<file path="src/rtl/nt_bist_pkg.sv">
// Shared definitions for the Nt-node subcircuit BIST driver.
package nt_bist_pkg;

  typedef enum logic [2:0] {
    S_IDLE,
    S_DRST,
    S_RUN,
    S_FLUSH,
    S_CHECK,
    S_DONE
  } state_e;

  // Taps 16,14,13,11 of a maximal-length 16-bit polynomial.
  localparam logic [15:0] LFSR_TAPS   = 16'hB400;
  localparam int          DUT_RST_LEN = 2;

  function automatic logic [15:0] lfsr_step(input logic [15:0] s, input logic si);
    return {s[14:0], (^(s & LFSR_TAPS)) ^ si};
  endfunction

endpackage

</file>
<file path="src/rtl/nt_lfsr16.sv">
// 16-bit Fibonacci shift register with seed load and serial-in XOR.
// Serial-in tied low gives a pattern generator; fed with a response bit it compacts a signature.
module nt_lfsr16
  import nt_bist_pkg::*;
#(
  parameter int OUT_W = 16
) (
  input  logic             clk_i,
  input  logic             rst_i,
  input  logic [15:0]      seed_i,
  input  logic             load_i,
  input  logic             adv_i,
  input  logic             si_i,
  output logic [OUT_W-1:0] state_o
);

  logic [15:0] state_q, state_d;

  always_comb begin
    state_d = state_q;
    if (load_i) begin
      state_d = seed_i;
    end else if (adv_i) begin
      state_d = lfsr_step(state_q, si_i);
    end
  end

  always_ff @(posedge clk_i) begin
    if (rst_i) begin
      state_q <= seed_i;
    end else begin
      state_q <= state_d;
    end
  end

  assign state_o = state_q[OUT_W-1:0];

endmodule

</file>
<file path="src/rtl/nt_subckt_bist.sv">
// BIST driver: resets the subcircuit, drives LFSR patterns, compacts its response into a MISR
// and compares the final signature against GOLDEN.
module nt_subckt_bist
  import nt_bist_pkg::*;
#(
  parameter int          N_IN     = 5,
  parameter int          PATTERNS = 1000,
  parameter int          LAT      = 2,
  parameter logic [15:0] SEED     = 16'hACE1,
  parameter logic [15:0] GOLDEN   = 16'h0000
) (
  input  logic            I1470,
  input  logic            I1477,
  input  logic            start,
  output logic            dut_rst,
  output logic [N_IN-1:0] dut_in,
  input  logic            dut_out,
  output logic            busy,
  output logic            done,
  output logic            pass,
  output logic [15:0]     signature
);

  localparam logic [15:0] SEED_EFF = (SEED == 16'h0000) ? 16'h0001 : SEED;
  localparam logic [15:0] P_LAST   = 16'(PATTERNS - 1);
  localparam logic [15:0] LAT_LAST = 16'(LAT - 1);
  localparam logic [15:0] RST_LAST = 16'(DUT_RST_LEN - 1);
  localparam logic [16:0] LAT17    = 17'(LAT);

  state_e          state_q;
  logic [15:0]     cnt_q;
  logic            dut_rst_q, busy_q, done_q, pass_q;
  logic [N_IN-1:0] dut_in_q;
  logic [15:0]     sig_q;
  logic [N_IN-1:0] pat_w;
  logic [15:0]     misr_w;
  logic            seed_ld, pat_adv, misr_en;

  // The generator runs one step ahead of dut_in_q, so it stops on the last RUN cycle
  // and dut_in_q keeps the final pattern through FLUSH.
  assign seed_ld = (state_q == S_DRST) && (cnt_q == 16'd0);
  assign pat_adv = ((state_q == S_DRST) && (cnt_q == RST_LAST)) ||
                   ((state_q == S_RUN) && (cnt_q != P_LAST));
  assign misr_en = ((state_q == S_RUN) && (({1'b0, cnt_q} + 17'd1) > LAT17)) ||
                   (state_q == S_FLUSH);

  nt_lfsr16 #(.OUT_W(N_IN)) u_gen (
    .clk_i  (I1470),
    .rst_i  (I1477),
    .seed_i (SEED_EFF),
    .load_i (seed_ld),
    .adv_i  (pat_adv),
    .si_i   (1'b0),
    .state_o(pat_w)
  );

  nt_lfsr16 #(.OUT_W(16)) u_misr (
    .clk_i  (I1470),
    .rst_i  (I1477),
    .seed_i (16'h0000),
    .load_i (seed_ld),
    .adv_i  (misr_en),
    .si_i   (dut_out),
    .state_o(misr_w)
  );

  always_ff @(posedge I1470) begin
    if (I1477) begin
      state_q   <= S_IDLE;
      cnt_q     <= 16'd0;
      dut_rst_q <= 1'b1;
      dut_in_q  <= '0;
      busy_q    <= 1'b0;
      done_q    <= 1'b0;
      pass_q    <= 1'b0;
      sig_q     <= 16'h0000;
    end else begin
      cnt_q     <= cnt_q + 16'd1;
      dut_rst_q <= 1'b0;
      dut_in_q  <= '0;
      case (state_q)
        S_IDLE, S_DONE: begin
          if (start) begin
            state_q   <= S_DRST;
            cnt_q     <= 16'd0;
            busy_q    <= 1'b1;
            done_q    <= 1'b0;
            dut_rst_q <= 1'b1;
          end
        end
        S_DRST: begin
          if (cnt_q == RST_LAST) begin
            state_q  <= S_RUN;
            cnt_q    <= 16'd0;
            dut_in_q <= pat_w;
          end else begin
            dut_rst_q <= 1'b1;
          end
        end
        S_RUN: begin
          if (cnt_q == P_LAST) begin
            cnt_q <= 16'd0;
            if (LAT == 0) begin
              state_q <= S_CHECK;
            end else begin
              state_q  <= S_FLUSH;
              dut_in_q <= dut_in_q;
            end
          end else begin
            dut_in_q <= pat_w;
          end
        end
        S_FLUSH: begin
          if (cnt_q == LAT_LAST) begin
            state_q <= S_CHECK;
            cnt_q   <= 16'd0;
          end else begin
            dut_in_q <= dut_in_q;
          end
        end
        S_CHECK: begin
          state_q <= S_DONE;
          cnt_q   <= 16'd0;
          sig_q   <= misr_w;
          pass_q  <= (misr_w == GOLDEN);
          busy_q  <= 1'b0;
          done_q  <= 1'b1;
        end
        default: begin
          state_q <= S_IDLE;
          cnt_q   <= 16'd0;
        end
      endcase
    end
  end

  assign dut_rst   = dut_rst_q;
  assign dut_in    = dut_in_q;
  assign busy      = busy_q;
  assign done      = done_q;
  assign pass      = pass_q;
  assign signature = sig_q;

endmodule

</file>
<file path="config.mk">
export PLATFORM = sky130hd
export DESIGN_NAME = nt_subckt_bist
export DESIGN_NICKNAME = d
export VERILOG_FILES = /design/src/rtl/nt_bist_pkg.sv /design/src/rtl/nt_lfsr16.sv /design/src/rtl/nt_subckt_bist.sv
export SDC_FILE = /design/constraint.sdc
export NUM_CORES = 1
export LEC_CHECK = 0
export ABC_AREA = 1
export CORE_MARGIN = 2
export CORE_UTILIZATION = 62
export DETAILED_ROUTE_END_ITERATION = 7
export GPL_ROUTABILITY_DRIVEN = 0
export GPL_TIMING_DRIVEN = 0
export PLACE_DENSITY = 0.92
export SETUP_SLACK_MARGIN = 0.5
export SLEW_MARGIN = 20
export SYNTH_ARGS = -nofsm -noshare
export SYNTH_HDL_FRONTEND = slang
export SYNTH_SLANG_ARGS = --single-unit
</file>
<file path="constraint.sdc">
create_clock -name I1470 -period 3.66 [get_ports I1470]
set_input_delay 0.732 -clock I1470 [delete_from_list [all_inputs] [get_ports I1470]]
set_output_delay 0.732 -clock I1470 [all_outputs]
set_load 0.05 [all_outputs]
</file>
==> reports/metrics.cfg <==
[floorplan]
io_pins = 29
core_area_um2 = 5410
die_h_um = 78.2
rows = 27
dieArea_um2 = 6120
die_x_um = 78.2
initial_core_util = 0.632

[clock_tree]
cts_num_sinks = 76
cts_resized = 0
clk-insertion-delay-late_ns = 0.36
cts.path.max_buffers = 2
cts_made_buffers = 9
clockRootBuffer = clkbuf_8
hold_buffers = 0
cts_tree = built
post-cts-setup-buffer-count = 0
clkTransAtPathRegs_ns = 0.08
cts_max_level = 3

[cells_and_area]
drive_gt1_frac = 0.0729
fillCellCount = 407
num_antenna_cells = 0
final_cell_mix = nand2_1, dfxtp_1, nor2_1
nets = 525
post-route-util = 0.740
syn_to_final_growth_pct = 17.0
mostFrequentLayoutCell = nand2_1

[setup_path]
slowest_delay_ns = 0.81
worst_setup_path_end_kind = output pin
crit_path_top_delay_cell = clkdlybuf4s50_1
worstPathRequired_ns = 2.93
worstSetupPathType = flip-flop to output pin
worst_setup_path_start_kind = flip-flop
crit_buf_inv = 1
path_max_fanout = 2
crit_path_cell_trace = clkdlybuf4s50_1
crit_arrival_ns = 1.53
crit_family = buffers and inverters

[timing]
worstMarginPinSlew_ns = 0.579
rsz0062_at_grt = no
slew_violations = 0
period_minus_slack_ns = 2.26
fin_crit_sh = 0.617
hold_viol = 0
holdWs_ns = 0.463
finalSetupTns_ns = 0
setup_viol = 0
worst_clock_skew_ns = 0.0125
maxClockFrequency_mhz = 443
slew_headroom = 0.610

[synthesis]
yosysWarnings = 0
ys_seq_elements = 76
synth_top_area_cell = dfxtp_1
synth_area_leaders = dfxtp_1, nand2_1, nand3_1
syn_area_um2 = 3420
ys_seq_area_frac = 0.445
netlist_instances = 477
syn-num-nets = 486
synth_top_cell_area_share = 0.445
syn_avg_cell_area_um2 = 7.16
yosysUniqueCellTypes = 28

[placement]
port_buffers = 28
place_hpwl_mm = 5.69

[drt]
antenna_left = 0
finalWirelength_mm = 8.08
dr.pass1.iters = 6
drc = 0
drt_iter0_drc = 318
vias = 3387
viasPerCell = 5.71
wl_per_cell_um = 13.6

[power_and_ir_drop]
power.total_w = 0.00305
leakage_nw = 1.58
powerDensity_nw_per_um2 = 763
vdd_drop_max_mv = 0.641

[global_route]
track_usage = 0.275
grt_pass1_wl_mm = 13.4
grt_pass1_vias = 3139
grt_max_degree = 14
grt_overflow = 0
antenna_found_initial = 0

[flow_run]
drv_cap = 0

[hold_path]
hp-class = flip-flop to flip-flop

[outcome]
status = complete, no violations

[cell usage after synthesis (all sizes together)]
master  instances
a211oi          1
a21boi          4
a21oi          30
a41oi           1
buf            13
clkbuf          5
dfxtp          76
ha              5
inv            52
nand2         108
nand3          56
nand4          17
nor2           67
nor3            6
nor4            3
o211ai          1
o21ai          24
xnor2           6
xor2            2
[power by group]
| group | total (W) | internal, W | switching [W] |
|---|---|---|---|
| combinational | 0.00129 | 0.000446 | 0.000839 |
| clock | 0.000666 | 0.000353 | 0.000313 |
| sequential | 0.00110 | 0.000987 | 0.000113 |
[registers in the layout (all words and copies together), names as in the netlist]
register,count
busy,1
cnt_q,16
done,1
dut_in,5
dut_rst,1
pass,1
signature,16
state_q,3
u_gen.state_q,16
u_misr.state_o,16
[through the flow]
stage / setup slack [ns] / instances / instance area [µm²]
2_1_floorplan: 1.86 / 477 / 3420
3_3_place_gp: 1.28 / 577 / 3790
3_5_place_dp: 1.16 / 577 / 3790
4_1_cts: 1.40 / 593 / 4000
5_1_grt: 1.33 / 593 / 4000
6_report: 1.40 / 593 / 4000
[cell families after synthesis]
group / synth area share
AO/OA/AOI/OAI: 0.0948
XOR/XNOR: 0.0205
adder cells (fa/ha/maj): 0.0183
buffers and inverters: 0.0868
flip-flops: 0.445
AND/OR/NAND/NOR: 0.334
[final cells by class]
class	instances	area (µm²)	area share
Buffer	18	101	0.0254
Clock buffer	11	151	0.0379
Clock inverter	5	58.8	0.0147
Inverter	52	195	0.0488
Multi-Input combinational cell	331	1600	0.400
Sequential cell	76	1520	0.381
Tap cell	72	90.1	0.0225
Timing Repair Buffer	28	280	0.0701
[metal layers]
layer | global-route usage | up-vias | wire (µm)
met2 | 0.459 | 174 | 3830
met4 | 0.147 | 0 | 174
met3 | 0.0402 | 23 | 510
met1 | 0.344 | 1568 | 3570
met5 | 0 | - | 0
li1 | - | 1622 | -
[path summary, 6_finish.rpt]
path | startpoint | end | slack (ns) | depth (start not counted)
worst max-delay path | signature[15] | signature[15] | 1.40 | 1
worst min register to register | u_gen.state_q[7] | u_gen.state_q[7] | 0.46 | 2
worst min-delay path | u_gen.state_q[7] | u_gen.state_q[7] | 0.46 | 2
worst max register to register | cnt_q[0] | u_misr.state_o[12] | 1.49 | 13
(Power assumes the default switching activity.)
==> RTL change (same settings) <==
Register the output `signature` once more, without a reset; this adds one clock of latency there. The other outputs are not delayed to match.
--- a/src/rtl/nt_subckt_bist.sv
+++ b/src/rtl/nt_subckt_bist.sv
@@ -139,7 +139,9 @@
   assign busy      = busy_q;
   assign done      = done_q;
   assign pass      = pass_q;
-  assign signature = sig_q;
+  always_ff @(posedge I1470) begin
+    signature <= sig_q;
+  end
 
 endmodule
 
Function: no difference found for any inputs over 10 cycles, from zero or initial values; that may be too few to reach the edited logic, so the function may still have changed.
==> RTL change against the original RTL <==
  * Final area up 8.3%
  * Total power is 5.3% higher
  * Setup slack worse by 0.26 ns
  * Sequential cell count up 16
  * Critical path type is now in -> reg
  * Core utilization fell by 0.43 points
  * Synthesized area increased by 9.4%
  * Wire length hardly changed
  * Sequential share of layout area is 4.5 points higher
==> RTL change: results <==
metrics = {
    "outcome": {
        "outcome": "finished clean",
    },
    "global_route": {
        "grt_max_degree": 18,
        "track_usage_pct": 26.0,
        "grt_pass1_vias": 2996,
        "grt_pass1_wl_um": 13200,
    },
    "placed_design": {
        "place_inst": 596,
        "pre_cts_ws_ns": 0.780,
        "dpl_cell_area_um2": 4110,
        "dpl.hpwl_um": 5750,
    },
    "finish": {
        "fill_cells": 419,
        "nets": 541,
        "layout-drive-gt1-share_pct": 6.89,
    },
    "synth": {
        "synthTopCellsByCount": "nand2_1, dfxtp_1, nand3_1",
        "yosysWarnings": 0,
        "syn_nets": 502,
        "synthCells": 493,
        "ys_seq_area_share_pct": 49.3,
        "synth_area_leaders": "dfxtp_1, nand2_1, nand3_1, a21oi_1, inv_1",
    },
    "cts": {
        "cts_root_buf": "clkbuf_8",
        "path_clk_slew_ns": 0.10,
    },
    "hold_path": {
        "min_from": "sig_q[6]$_SDFFE_PP0P_",
    },
    "critical_path": {
        "slowest_delay_ns": 0.45,
        "cp_max_fo": 10,
        "startpoint": "I1477",
        "critPathArrivalTime_ns": 2.74,
    },
    "route": {
        "via_per_inst": 5.46,
        "drtIter0Drc": 218,
        "wire_per_inst_um": 13.2,
        "vias": 3341,
    },
    "sta": {
        "skew_ns": 0.00979,
    },
    "pwr": {
        "leakagePower_nw": 1.87,
        "irDropWorstVdd_v": 0.000587,
    },
}
## RTL change: cell type report
cell class,count,share of cell area (%)
Buffer,17,2.08
Clock buffer,10,3.18
Clock inverter,6,1.79
Inverter,55,4.77
Multi-Input combinational cell,329,37.0
Sequential cell,92,42.6
Tap cell,75,2.17
Timing Repair Buffer,28,6.48
## RTL change: worst max-delay path: cells and delay by family
family | cells | cell delay (ns)
buf+inv | 5 | 1.52
compound gates | 1 | 0.16
simple gates | 1 | 0.32
## RTL change: cells by family (layout without fill, tap and decap cells)
family	after synthesis	count (layout)	synth area share, %
AO/OA/AOI/OAI	71	71	9.77
XOR/XNOR	10	10	2.54
adder cells (fa/ha/maj)	5	5	1.67
buffers and inverters	72	116	7.93
flip-flops	92	92	49.3
AND/OR/NAND/NOR	243	243	28.8
## RTL change: metrics by stage
stage / utilization (%) / power [mW]
4_1_cts: 73.5 / 3.21
3_3_place_gp: 69.9 / 2.43
5_1_grt: 73.5 / 3.42
3_5_place_dp: 69.9 / 2.48
2_1_floorplan: - / 2.18
6_report: 73.5 / 3.21
## RTL change: worst paths after layout
kind	slack, ns	depth (start not counted)	endpoint
setup / recovery	1.14	7	u_gen.state_q[10]$_SDFFE_PP1P_
hold / removal	0.36	0	signature[6]$_DFF_P_
setup reg to reg	1.43	15	u_misr.state_o[14]$_SDFFE_PP0P_
hold reg to reg	0.36	0	signature[6]$_DFF_P_
## RTL change: power breakdown
group,switching (mW),internal (mW),total [mW]
clock network,0.378,0.349,0.727
logic,0.784,0.390,1.17
registers,0.121,1.19,1.31
## RTL change: metal layers
layer / up-vias / wire (um) / global-route usage (%)
met5: - / 0 / 0
met4: 0 / 169 / 12.8
met3: 20 / 508 / 7.03
met2: 136 / 3730 / 41.4
met1: 1521 / 3670 / 32.8
li1: 1664 / - / -
